### src/rtl/spi_link_pkg.sv
`default_nettype none
// ============================================================================
// Module      : spi_link_pkg
// Description : Shared types and defaults for the node-to-node SPI link.
//               Parity helper is compiled only with SPI_RX_PARITY_EN.
// Revision    : 1.0 - initial release
// ============================================================================
package spi_link_pkg;

  localparam int unsigned SPI_WIDTH_DEFAULT = 32;
  localparam int unsigned SPI_CNT_W_DEFAULT = 6;

  typedef enum logic [1:0] {
    ST_IDLE  = 2'd0,
    ST_SHIFT = 2'd1,
    ST_DRAIN = 2'd2
  } rx_state_e;

`ifdef SPI_RX_PARITY_EN
  // Words up to PARITY_MAX_W bits; zero-extension does not change parity.
  localparam int unsigned PARITY_MAX_W = 64;

  function automatic logic even_parity(input logic [PARITY_MAX_W-1:0] data);
    return ^data;
  endfunction
`endif

endpackage
`default_nettype wire

### src/rtl/spi_rx_buffer.sv
`default_nettype none
// ============================================================================
// Module      : spi_rx_buffer
// Description : Single-entry valid/ready holding register for received words.
// Revision    : 1.0 - initial release
// ============================================================================
module spi_rx_buffer
  import spi_link_pkg::*;
#(
  parameter int unsigned WIDTH = SPI_WIDTH_DEFAULT
) (
  input  logic             clk,
  input  logic             reset,
  input  logic             load_i,
  input  logic [WIDTH-1:0] data_i,
  input  logic             ready_i,
  output logic [WIDTH-1:0] data_o,
  output logic             valid_o,
  output logic             full_o,
  output logic             consume_o
);

  logic [WIDTH-1:0] data_q, data_d;
  logic             valid_q, valid_d;

  assign consume_o = valid_q & ready_i;

  // A load in the consume cycle wins, so the buffer refills without a bubble.
  always_comb begin
    data_d  = data_q;
    valid_d = valid_q;
    if (consume_o) begin
      valid_d = 1'b0;
    end
    if (load_i) begin
      valid_d = 1'b1;
      data_d  = data_i;
    end
  end

  always_ff @(posedge clk) begin
    if (reset) begin
      data_q  <= '0;
      valid_q <= 1'b0;
    end else begin
      data_q  <= data_d;
      valid_q <= valid_d;
    end
  end

  assign data_o  = data_q;
  assign valid_o = valid_q;
  assign full_o  = valid_q;

endmodule
`default_nettype wire

### src/rtl/spi_slave_receiver.sv
`default_nettype none
// ============================================================================
// Module      : spi_slave_receiver
// Description : MSB-first SPI deserialiser with single-entry output buffer,
//               truncation and overrun flags. SPI_RX_PARITY_EN appends an
//               even-parity bit to each frame and adds parity_error.
// Revision    : 1.0 - initial release
// ============================================================================
module spi_slave_receiver
  import spi_link_pkg::*;
#(
  parameter int unsigned WIDTH = SPI_WIDTH_DEFAULT,
  parameter int unsigned CNT_W = SPI_CNT_W_DEFAULT
) (
  input  logic             clk,
  input  logic             reset,
  input  logic             cs,
  input  logic             bit_en,
  input  logic             sdi,
  output logic [WIDTH-1:0] data_out,
  output logic             data_valid,
  input  logic             data_ready,
  output logic             frame_error,
  output logic             overrun,
  output logic             busy
`ifdef SPI_RX_PARITY_EN
  ,
  output logic             parity_error
`endif
);

`ifdef SPI_RX_PARITY_EN
  localparam int unsigned C_FRAME_LEN = WIDTH + 1;
`else
  localparam int unsigned C_FRAME_LEN = WIDTH;
`endif
  localparam logic [CNT_W-1:0] C_LAST_CNT = CNT_W'(C_FRAME_LEN - 1);

  rx_state_e        state_q;
  logic [WIDTH-1:0] shift_q;
  logic [CNT_W-1:0] cnt_q;
  logic             frame_error_q;
  logic             overrun_q;

  logic             w_sample;
  logic             w_last;
  logic             w_par_ok;
  logic             w_full;
  logic             w_consume;
  logic             w_load;
  logic             w_overrun;
  logic [WIDTH-1:0] w_shift_nx;
  logic [WIDTH-1:0] w_word;

  assign w_sample   = cs & bit_en & (state_q != ST_DRAIN);
  assign w_last     = w_sample & (cnt_q == C_LAST_CNT);
  assign w_shift_nx = (shift_q << 1) | WIDTH'(sdi);

`ifdef SPI_RX_PARITY_EN
  // The parity bit is the final sample; the data word is already in shift_q.
  assign w_word   = shift_q;
  assign w_par_ok = (even_parity(PARITY_MAX_W'(shift_q)) == sdi);
`else
  assign w_word   = w_shift_nx;
  assign w_par_ok = 1'b1;
`endif

  assign w_load    = w_last & w_par_ok & (~w_full | w_consume);
  assign w_overrun = w_last & w_par_ok & w_full & ~w_consume;

  spi_rx_buffer #(
    .WIDTH (WIDTH)
  ) u_buffer (
    .clk       (clk),
    .reset     (reset),
    .load_i    (w_load),
    .data_i    (w_word),
    .ready_i   (data_ready),
    .data_o    (data_out),
    .valid_o   (data_valid),
    .full_o    (w_full),
    .consume_o (w_consume)
  );

`ifdef SPI_RX_PARITY_EN
  logic parity_error_q;

  always_ff @(posedge clk) begin
    if (reset) begin
      parity_error_q <= 1'b0;
    end else begin
      parity_error_q <= w_last & ~w_par_ok;
    end
  end

  assign parity_error = parity_error_q;
`endif

  always_ff @(posedge clk) begin
    if (reset) begin
      state_q       <= ST_IDLE;
      shift_q       <= '0;
      cnt_q         <= '0;
      frame_error_q <= 1'b0;
      overrun_q     <= 1'b0;
    end else begin
      frame_error_q <= 1'b0;
      overrun_q     <= 1'b0;
      if (w_sample) begin
        shift_q <= w_shift_nx;
      end
      unique case (state_q)
        ST_IDLE, ST_SHIFT: begin
          if (!cs) begin
            // cnt_q is always zero in IDLE, so only SHIFT can flag truncation.
            state_q       <= ST_IDLE;
            cnt_q         <= '0;
            frame_error_q <= (cnt_q != '0);
          end else if (w_overrun) begin
            state_q   <= ST_DRAIN;
            cnt_q     <= '0;
            overrun_q <= 1'b1;
          end else begin
            state_q <= ST_SHIFT;
            if (w_last) begin
              cnt_q <= '0;
            end else if (w_sample) begin
              cnt_q <= cnt_q + 1'b1;
            end
          end
        end
        ST_DRAIN: begin
          if (!cs) begin
            state_q <= ST_IDLE;
          end
        end
        default: begin
          state_q <= ST_IDLE;
        end
      endcase
    end
  end

  assign frame_error = frame_error_q;
  assign overrun     = overrun_q;
  assign busy        = (state_q != ST_IDLE);

endmodule
`default_nettype wire

### config.mk
export PLATFORM = sky130hd
export DESIGN_NAME = spi_slave_receiver
export DESIGN_NICKNAME = d
export VERILOG_FILES = /design/src/rtl/spi_link_pkg.sv /design/src/rtl/spi_rx_buffer.sv /design/src/rtl/spi_slave_receiver.sv
export SDC_FILE = /design/constraint.sdc
export NUM_CORES = 1
export LEC_CHECK = 0
export ABC_AREA = 1
export BUFFER_PORTS_ARGS = -buffer_cell sky130_fd_sc_hd__buf_4
export CAP_MARGIN = 5
export CORE_ASPECT_RATIO = 0.9
export CORE_UTILIZATION = 45
export DETAILED_ROUTE_END_ITERATION = 7
export PLACE_DENSITY = 0.65
export SYNTH_ARGS = -nofsm -noshare
export SYNTH_HDL_FRONTEND = slang
export SYNTH_HIERARCHICAL = 1
export SYNTH_SLANG_ARGS = --single-unit
### constraint.sdc
create_clock -name clk -period 2 [get_ports clk]
set_clock_uncertainty 0.2 [all_clocks]
set_input_delay 0.2 -clock clk [delete_from_list [all_inputs] [get_ports clk]]
set_output_delay 0.2 -clock clk [all_outputs]
set_load 0.005 [all_outputs]
==> results_dict.tcl, run 1 <==
set metrics [dict create \
    fp.dieArea_mm2 0.006548 \
    cp.buffers_inverters 1 \
    ys_seq_elements 74 \
    reg2reg_from "cnt_q[0]" \
    worstMarginPinSlew_ns 0.5204 \
    grt_usage 0.1862 \
    placement.cell_area_mm2 0.003115 \
    placed_cells 462 \
    post-route-period-util 0.9071 \
    cp-startpoint "cnt_q[0]" \
    min_to "cnt_q[2]" \
    combPwrFrac 0.053 \
    rows 26 \
    critPathKind "reg -> reg" \
    io_buffers 41 \
    reg2reg_depth 8 \
    die_x_um 85.19 \
    critPathMaxFanout 33 \
    vias_per_cell 4.882 \
    clkPwrFrac 0.398 \
    layout_common_cells "nor2_1, dfxtp_1, o21ai_0, buf_4, inv_1" \
    relSlewSlack 0.6525 \
    drtPass1Iterations 4 \
    worstPathRequired_ns 2.03 \
    worstHoldPathCells 4 \
    fin_cells 482 \
    syn_to_final_growth_pct 20.45 \
    finalCriticalPeriod_ns 1.814 \
    die_y_um 76.87 \
    cp-end-kind "flip-flop" \
    final_common_cell "nor2_1" \
    ant_nets 0 \
    gp_congestion 0.7975 \
    cts_tree "built" \
    avgSynthCellArea_um2 7.700 \
    drc 0 \
    intPower_mw 2.183 \
    crit_arrival_ns 1.85 \
    antenna_found_initial 0 \
    drt_iter0_markers 103 \
    path_common_cell "nor2_1" \
    synth_nets 372 \
    sequentialPowerShare 0.549 \
    cts_root_buf "clkbuf_8" \
    hp-class "in -> reg" \
    start_util 0.4786 \
    numCtsBuffers 9 \
    r2r_setup_slack_ns 0.19 \
    critPathLaunchType "flip-flop" \
    clock_sink_count 74 \
    maxCapViolations 0 \
    outcome "finished clean" \
    clkTransAtPathRegs_ns 0.07 \
    gr-total-overflow 0 \
    insertion_delay_ns 0.33 \
    grt_max_degree 34 \
    place_hpwl_mm 3.466 \
    ys_warn_count 6 \
    hold_slack_ns 0.02601 \
    totalWireLength_mm 5.519 \
    grt_pass1_vias 2171 \
    post_cts_buffers 0 \
    clockBufferDepth 2 \
    p_sw_frac 0.2270 \
    synth_cell_types 23 \
    p_leak_nw 1.639 \
    core_mm2 0.005856 \
    n_antenna_cell 0 \
    ir_worst_vdd_mv 0.4730 \
    rr_endpoint "u_buffer/data_o[30]" \
    fin_nets 415 \
    power_density_mw_per_mm2 836.5 \
    path_cells "ha_1 > nand3_1 > nor2_1 > nand2_1 > nor2_4 > inv_4 > nor2_1 > nor2_1" \
    grt_pass1_wl_mm 9.887 \
    ys_seq_area_frac 0.5286 \
    synth.cell_area_mm2 0.002803 \
    critPathSlowestCell "dfxtp_2" \
    drive_gt1_frac 0.1748 \
    switchingPower_uw 641.1 \
    finalPower_mw 2.824 \
    final_max_slew_viol_count 0 \
    clock.fmax_mhz 551.2 \
    min_from "bit_en" \
    hold_violations 0 \
    h-tree-depth 3 \
    vias 2353 \
    cpLargestDelayFamily "simple AND/OR/NAND/NOR gates" \
    ios 42 \
    avgRoutedWirePerCell_um 11.45 \
    max_stage_delay_ns 0.37 \
    finalSetupViolCount 0 \
    synthCells 364 \
    final_cell_area_mm2 0.003376 \
]
==> worst register-to-register path: cells and delay by family, from the launching register on <==
kind | cells | cell delay (ns)
adders and majority gates | 1 | 0.20
and+or+nand+nor | 6 | 0.78
DFF | 1 | 0.37
buffers and inverters | 1 | 0.16
==> cells in the mapped netlist, drive strengths merged <==
library cell / number / area [um2]
a21oi: 5 / 40.04
o21ai: 67 / 346.6
ha: 2 / 25.02
dfxtp: 74 / 1481
nor3: 2 / 10.01
inv: 22 / 82.58
buf: 9 / 85.08
nor2: 142 / 533.0
nand2: 20 / 77.58
nand4: 4 / 25.02
clkbuf: 10 / 57.56
nand3: 6 / 30.03
xor2: 1 / 8.760
==> cell type report <==
class	count	area, um2
fillers	565	2480
flip-flops and latches	74	1484
multi-input cells	249	1106
repair buffers	51	417.9
clock buffers	11	141.4
well taps	70	87.58
inverters	22	85.08
clock inverters	5	53.80
==> cells by family (layout without fill, tap and decap cells) <==
group,count (synthesis),count (layout),synth area share
XOR/XNOR,1,1,0.003126
AND/OR/NAND/NOR,174,174,0.2411
AO/OA/AOI/OAI,72,72,0.1379
buffers and inverters,41,89,0.08036
flip-flops,74,74,0.5286
adder cells (fa/ha/maj),2,2,0.008927
==> per-stage QoR <==
stage	setup WS (ns)	TNS (ns)	util
finish	0.1859	0	0.5765
global route	-0.009488	-0.009488	0.5765
CTS	0.01609	0	0.5722
detailed placement	0.02903	0	0.5321
global placement	0.07872	0	0.5321
floorplan	0.2203	0	-
==> state kept, by name (all words and copies together) (netlist names) <==
signal,flops
u_buffer/full_o,1
cnt_q,6
frame_error,1
shift_q,31
state_q,2
u_buffer/data_o,32
overrun,1
==> power groups by stage <==
stage	Sequential (mW)	Combinational, mW	Clock, mW
after CTS	1.55	0.150	1.16
after global routing	1.56	0.174	1.21
after detailed placement	1.58	0.143	0
after floorplan	1.57	0.109	0
final	1.55	0.149	1.13
after global placement	1.58	0.141	0
==> worst max path at each step <==
stage	endpoint	slack (ns)	depth (start not counted)
2_1_floorplan	u_buffer/data_o[20]	0.22	9
3_3_place_gp	u_buffer/data_o[20]	0.08	8
3_5_place_dp	u_buffer/data_o[20]	0.03	8
4_1_cts	u_buffer/data_o[20]	0.02	8
5_1_grt	u_buffer/data_o[20]	-0.009	8
6_report	u_buffer/data_o[30]	0.19	8
==> routing by layer <==
layer / part of all wire / vias to the layer above / GRT usage
li1: - / 1239 / -
met1: 0.50 / 1064 / 0.2481
met2: 0.46 / 45 / 0.2952
met3: 0.040 / 5 / 0.05274
met4: 0.0067 / 0 / 0.05085
met5: 0 / - / 0
==> what timing repair did <==
action,in CTS,in global routing
hold endpoints to repair,7,0
resized for setup,0,9
setup endpoints to repair,0,33
hold buffers,4,0
No activity file was read; power rests on OpenSTA's default activity.
==> run 2, diff against run 1 <==
Settings changed: CTS_BUF_LIST from default to sky130_fd_sc_hd__clkbuf_4.
==> run 2 against run 1 <==
Routed wire length decreased by 0.43%. Die area unchanged. Non-clock buffer count up 2. Power down 8.9%. First-iteration DRC count increased by 4.9%. Combinational power about the same. Via count rose by 1.3%.
==> results_dict.tcl, run 2 (synthesis gave the netlist of run 1 again) <==
set metrics [dict create \
    outcome "finished clean" \
    finalSetupViolCount 0 \
    power_density_mw_per_mm2 772.6 \
    relSlewSlack 0.6529 \
    numCtsBuffers 9 \
    hp-class "reg -> reg" \
    vias_per_cell 4.926 \
    n_antenna_cell 0 \
    hold_slack_ns 0.3000 \
    final_common_cell "nor2_1" \
    start_util 0.4786 \
    io_buffers 41 \
    final_max_slew_viol_count 0 \
    met2_usage 0.2935 \
    drt_iter0_markers 108 \
    layout_common_cells "nor2_1, dfxtp_1, o21ai_0, buf_4, inv_1" \
    critPathLaunchType "flip-flop" \
    clockBufferDepth 2 \
    ir_worst_vdd_mv 0.4782 \
    drive_gt1_frac 0.1739 \
    core_mm2 0.005856 \
    die_x_um 85.19 \
    maxCapViolations 0 \
    avgRoutedWirePerCell_um 11.35 \
    setup_tns_ns 0 \
    drc 0 \
    rows 26 \
    critPathKind "reg -> reg" \
    crit_arrival_ns 1.96 \
    gr-max-usage-layer "met2" \
    fin_nets 417 \
    fp.dieArea_mm2 0.006548 \
    worstPathRequired_ns 2.15 \
    gp_congestion 0.7975 \
    post-route-period-util 0.9084 \
    h-tree-depth 3 \
    fin_cells 484 \
    totalWireLength_mm 5.495 \
    syn_to_final_growth_pct 18.75 \
    antenna_found_initial 0 \
    clock.fmax_mhz 550.4 \
    finalCriticalPeriod_ns 1.817 \
    die_y_um 76.87 \
    drtPass1Iterations 4 \
    cts_root_buf "clkbuf_4" \
    placed_cells 462 \
    cts_tree "built" \
    cp-end-kind "flip-flop" \
    ant_nets 0 \
    hold_violations 0 \
    gr-total-overflow 0 \
    p_leak_nw 1.624 \
    vias 2384 \
    grt_util_met3 0.05597 \
    ios 42 \
    insertion_delay_ns 0.40 \
    worstMarginPinSlew_ns 0.5198 \
    grt_usage 0.1876 \
    critPathMaxFanout 22 \
    grt_max_degree 34 \
    grt_use_met1 0.2473 \
    clkTransAtPathRegs_ns 0.11 \
    clock_sink_count 74 \
    largest_register_ff_count 32 \
    place_hpwl_mm 3.466 \
    grt_pass1_vias 2172 \
    grt_pass1_wl_mm 9.867 \
]
[run 2: worst max-delay path, stage by stage (launching register included)]
cell and delay, ns:
dfxtp_2 0.39, ha_1 0.20, nand3_1 0.12, nor2_1 0.15, nand2_1 0.12, nor2_4 0.17, buf_8 0.19, o21ai_0 0.12
nor2_1 0.11
[run 2: where the power goes]
group | total, mW | internal, mW | switching, mW
Combinational | 0.150 | 0.0604 | 0.0898
Sequential | 1.55 | 1.52 | 0.0329
Clock | 0.871 | 0.388 | 0.483
Total | 2.57 | 1.97 | 0.606
[run 2: path summary, 6_finish.rpt]
path / from / endpoint / slack [ns] / cells past startpoint
max: cnt_q[0] / u_buffer/data_o[24] / 0.18 / 8
min: cnt_q[1] / cnt_q[1] / 0.30 / 2
max reg2reg: cnt_q[0] / u_buffer/data_o[24] / 0.18 / 8
min reg2reg: cnt_q[1] / cnt_q[1] / 0.30 / 2
[run 2: area by class of cell]
class	instances	area, um2
multi-input cells	249	1106
repair buffers	53	432.9
well taps	70	87.58
inverters	22	85.08
fillers	570	2527
flip-flops and latches	74	1484
clock buffers	10	75.07
clock inverters	6	57.56
[run 2: repair_timing]
action | CTS | global route
resized for setup | 0 | 8
setup endpoints to repair | 0 | 33
hold buffers | 6 | 0
endpoints found under the hold margin | 10 | 0
setup buffers | 0 | 0
[run 2: stage by stage]
stage	util	power (mW)	setup WS, ns	cell area, um2
2_1_floorplan	-	1.683	0.2203	2803
3_3_place_gp	0.5321	1.722	0.07872	3115
3_5_place_dp	0.5321	1.725	0.02903	3115
4_1_cts	0.5650	2.617	0.008054	3308
5_1_grt	0.5684	2.703	-0.01278	3328
6_report	0.5684	2.571	0.1832	3328
[run 2: layer usage]
layer,vias up,part of all wire
li1,1246,-
met1,1092,0.50
met2,42,0.46
met3,4,0.039
met4,0,0.0056
met5,-,0
==> run 3, diff against run 2 <==
Clock period 2 ns to 2.3 ns, I/O delays scaled along.
==> run 3 against run 2 <==
Power is 17% lower. Sequential cell count unchanged. Design area decreased by 2.0%. Routed wire length rose by 3.0%. Critical path type unchanged. Largest power group unchanged. Largest cell class unchanged. Register-to-register slack better by 0.10 ns. Highest routed layer unchanged. Core utilization down 1.1 points. Global-route usage increased by 0.39 points. Critical path depth unchanged. First-iteration DRC count increased by 12%.
==> results_dict.tcl, run 3 (synthesis gave the netlist of run 1 again) <==
set metrics [dict create \
    numCtsBuffers 9 \
    critPathKind "reg -> reg" \
    gr-total-overflow 0 \
    power_density_mw_per_mm2 651.4 \
    clock.fmax_mhz 496.3 \
    io_buffers 41 \
    clock_sink_count 74 \
    ctsResizeCount 0 \
    grt_pass1_vias 2185 \
    totalWireLength_mm 5.658 \
    drt_iter0_markers 121 \
    layout_common_cells "nor2_1, dfxtp_1, o21ai_0, buf_4, inv_1" \
    combPwrFrac 0.060 \
    reg2reg_from "cnt_q[0]" \
    p_sw_frac 0.2468 \
    fp.dieArea_mm2 0.006548 \
    h-tree-depth 3 \
    finalCriticalPeriod_ns 2.015 \
    rows 26 \
    post_cts_buffers 0 \
    start_util 0.4786 \
    sequentialPowerShare 0.634 \
    die_x_um 85.19 \
    critPathSlowestCell "dfxtp_1" \
    worstPathRequired_ns 2.39 \
    setup_tns_ns 0 \
    vias 2371 \
    ant_nets 0 \
    clockBufferDepth 2 \
    worst_slack_ns 0.2850 \
    critPathLaunchType "flip-flop" \
    avgRoutedWirePerCell_um 11.71 \
    grt_pass1_wl_mm 9.942 \
    ios 42 \
    clkTransAtPathRegs_ns 0.11 \
    reg2reg_depth 8 \
    place_ws_ns 0.3017 \
    cts_root_buf "clkbuf_4" \
    drc 0 \
    fillCellCount 584 \
    drive_gt1_frac 0.1646 \
    crit_arrival_ns 2.11 \
    maxCapViolations 0 \
    grt_usage 0.1914 \
    hp-class "in -> reg" \
    multiInputGateArea_mm2 0.001099 \
    relSlewSlack 0.6182 \
    grt_max_degree 34 \
    vias_per_cell 4.909 \
    clkPwrFrac 0.306 \
    antenna_found_initial 0 \
    rr_endpoint "u_buffer/data_o[10]" \
    cpLargestDelayFamily "simple AND/OR/NAND/NOR gates" \
    path_cells "ha_1 > nand3_1 > nor2_1 > nand2_1 > nor2_2 > inv_2 > nor2_1 > nor2_1" \
    r2r_setup_slack_ns 0.29 \
    drtPass1Iterations 5 \
    p_leak_nw 1.598 \
    min_to "cnt_q[4]" \
    gp_congestion 0.8561 \
    seq_area_mm2 0.001481 \
    final_common_cell "nor2_1" \
    cp.buffers_inverters 1 \
    fin_nets 417 \
    rsz0062_at_grt "false" \
    place_hpwl_mm 3.539 \
    critPathMaxFanout 33 \
    max_stage_delay_ns 0.42 \
    cp-end-kind "flip-flop" \
    post-route-period-util 0.8761 \
    die_y_um 76.87 \
    insertion_delay_ns 0.40 \
    largest_register_ff_count 32 \
    outcome "finished clean" \
    n_antenna_cell 0 \
    cts_tree "built" \
    path_common_cell "nor2_1" \
    min_from "bit_en" \
    worstMarginPinSlew_ns 0.5719 \
    switchingPower_uw 524.6 \
    intPower_mw 1.601 \
    final_max_slew_viol_count 0 \
    ir_worst_vdd_mv 0.3851 \
    hold_violations 0 \
    finalSetupViolCount 0 \
    worstHoldPathCells 4 \
    core_mm2 0.005856 \
    syn_to_final_growth_pct 16.43 \
]
==> run 3: cell types whose count changed in the layout (fill, tap and decap cells not counted), sizes merged <==
cell	before	now
buf	47	48
bufinv	1	0
clkbuf	10	11
clkinv	5	3
clkinvlp	0	1
dlygate4sd3	6	5
==> run 3: power groups by stage <==
| stage | logic [mW] | clock network [mW] | registers [mW] |
|---|---|---|---|
| 6_report | 0.128 | 0.650 | 1.35 |
| 5_1_grt | 0.147 | 0.725 | 1.35 |
| 4_1_cts | 0.129 | 0.677 | 1.35 |
| 3_5_place_dp | 0.122 | 0 | 1.38 |
| 3_3_place_gp | 0.122 | 0 | 1.37 |
| 2_1_floorplan | 0.0952 | 0 | 1.37 |
==> run 3: worst max-delay path by stage <==
stage,startpoint,endpoint,slack (ns),cells past startpoint
after CTS,cnt_q[0],u_buffer/data_o[10],0.27,8
after floorplan,cnt_q[0],u_buffer/data_o[20],0.52,9
after global routing,cnt_q[1],u_buffer/data_o[23],0.11,8
after detailed placement,cnt_q[1],u_buffer/data_o[10],0.30,8
final,cnt_q[0],u_buffer/data_o[10],0.29,8
after global placement,cnt_q[0],u_buffer/data_o[10],0.40,8
==> run 3: stage by stage <==
stage	util	power (mW)	hold slack (ns)	std cells	area, um2
6_report	0.5573	2.125	0.02461	483	3263
5_1_grt	0.5573	2.225	0.02508	483	3263
4_1_cts	0.5573	2.153	0.001924	483	3263
3_5_place_dp	0.5312	1.498	0.2681	463	3110
3_3_place_gp	0.5312	1.496	0.2611	463	3110
2_1_floorplan	-	1.464	0.09907	364	2803
==> run 3: timing repair <==
item                                   CTS  global route
endpoints found under the hold margin    8             0
setup endpoints to repair                0             0
hold buffers                             5             0
==> run 3: area by class of cell <==
class	instances	area share
repair buffers	53	0.1258
clock buffers	11	0.02531
multi-input cells	249	0.3367
flip-flops and latches	74	0.4540
inverters	22	0.02531
clock inverters	4	0.006135
well taps	70	0.02684
==> run 3: worst min-delay path, cell delays in order <==
cell	delay, ns
buf_4	0.12
o21ai_4	0.08
nor2_1	0.10
nor2_1	0.05
==> run 3: per-layer routing <==
| layer | track usage | wire length, um |
|---|---|---|
| met1 | 0.2437 | 2761 |
| met2 | 0.3073 | 2600 |
| met3 | 0.05490 | 232 |
| met4 | 0.07119 | 64 |
| met5 | 0 | 0 |
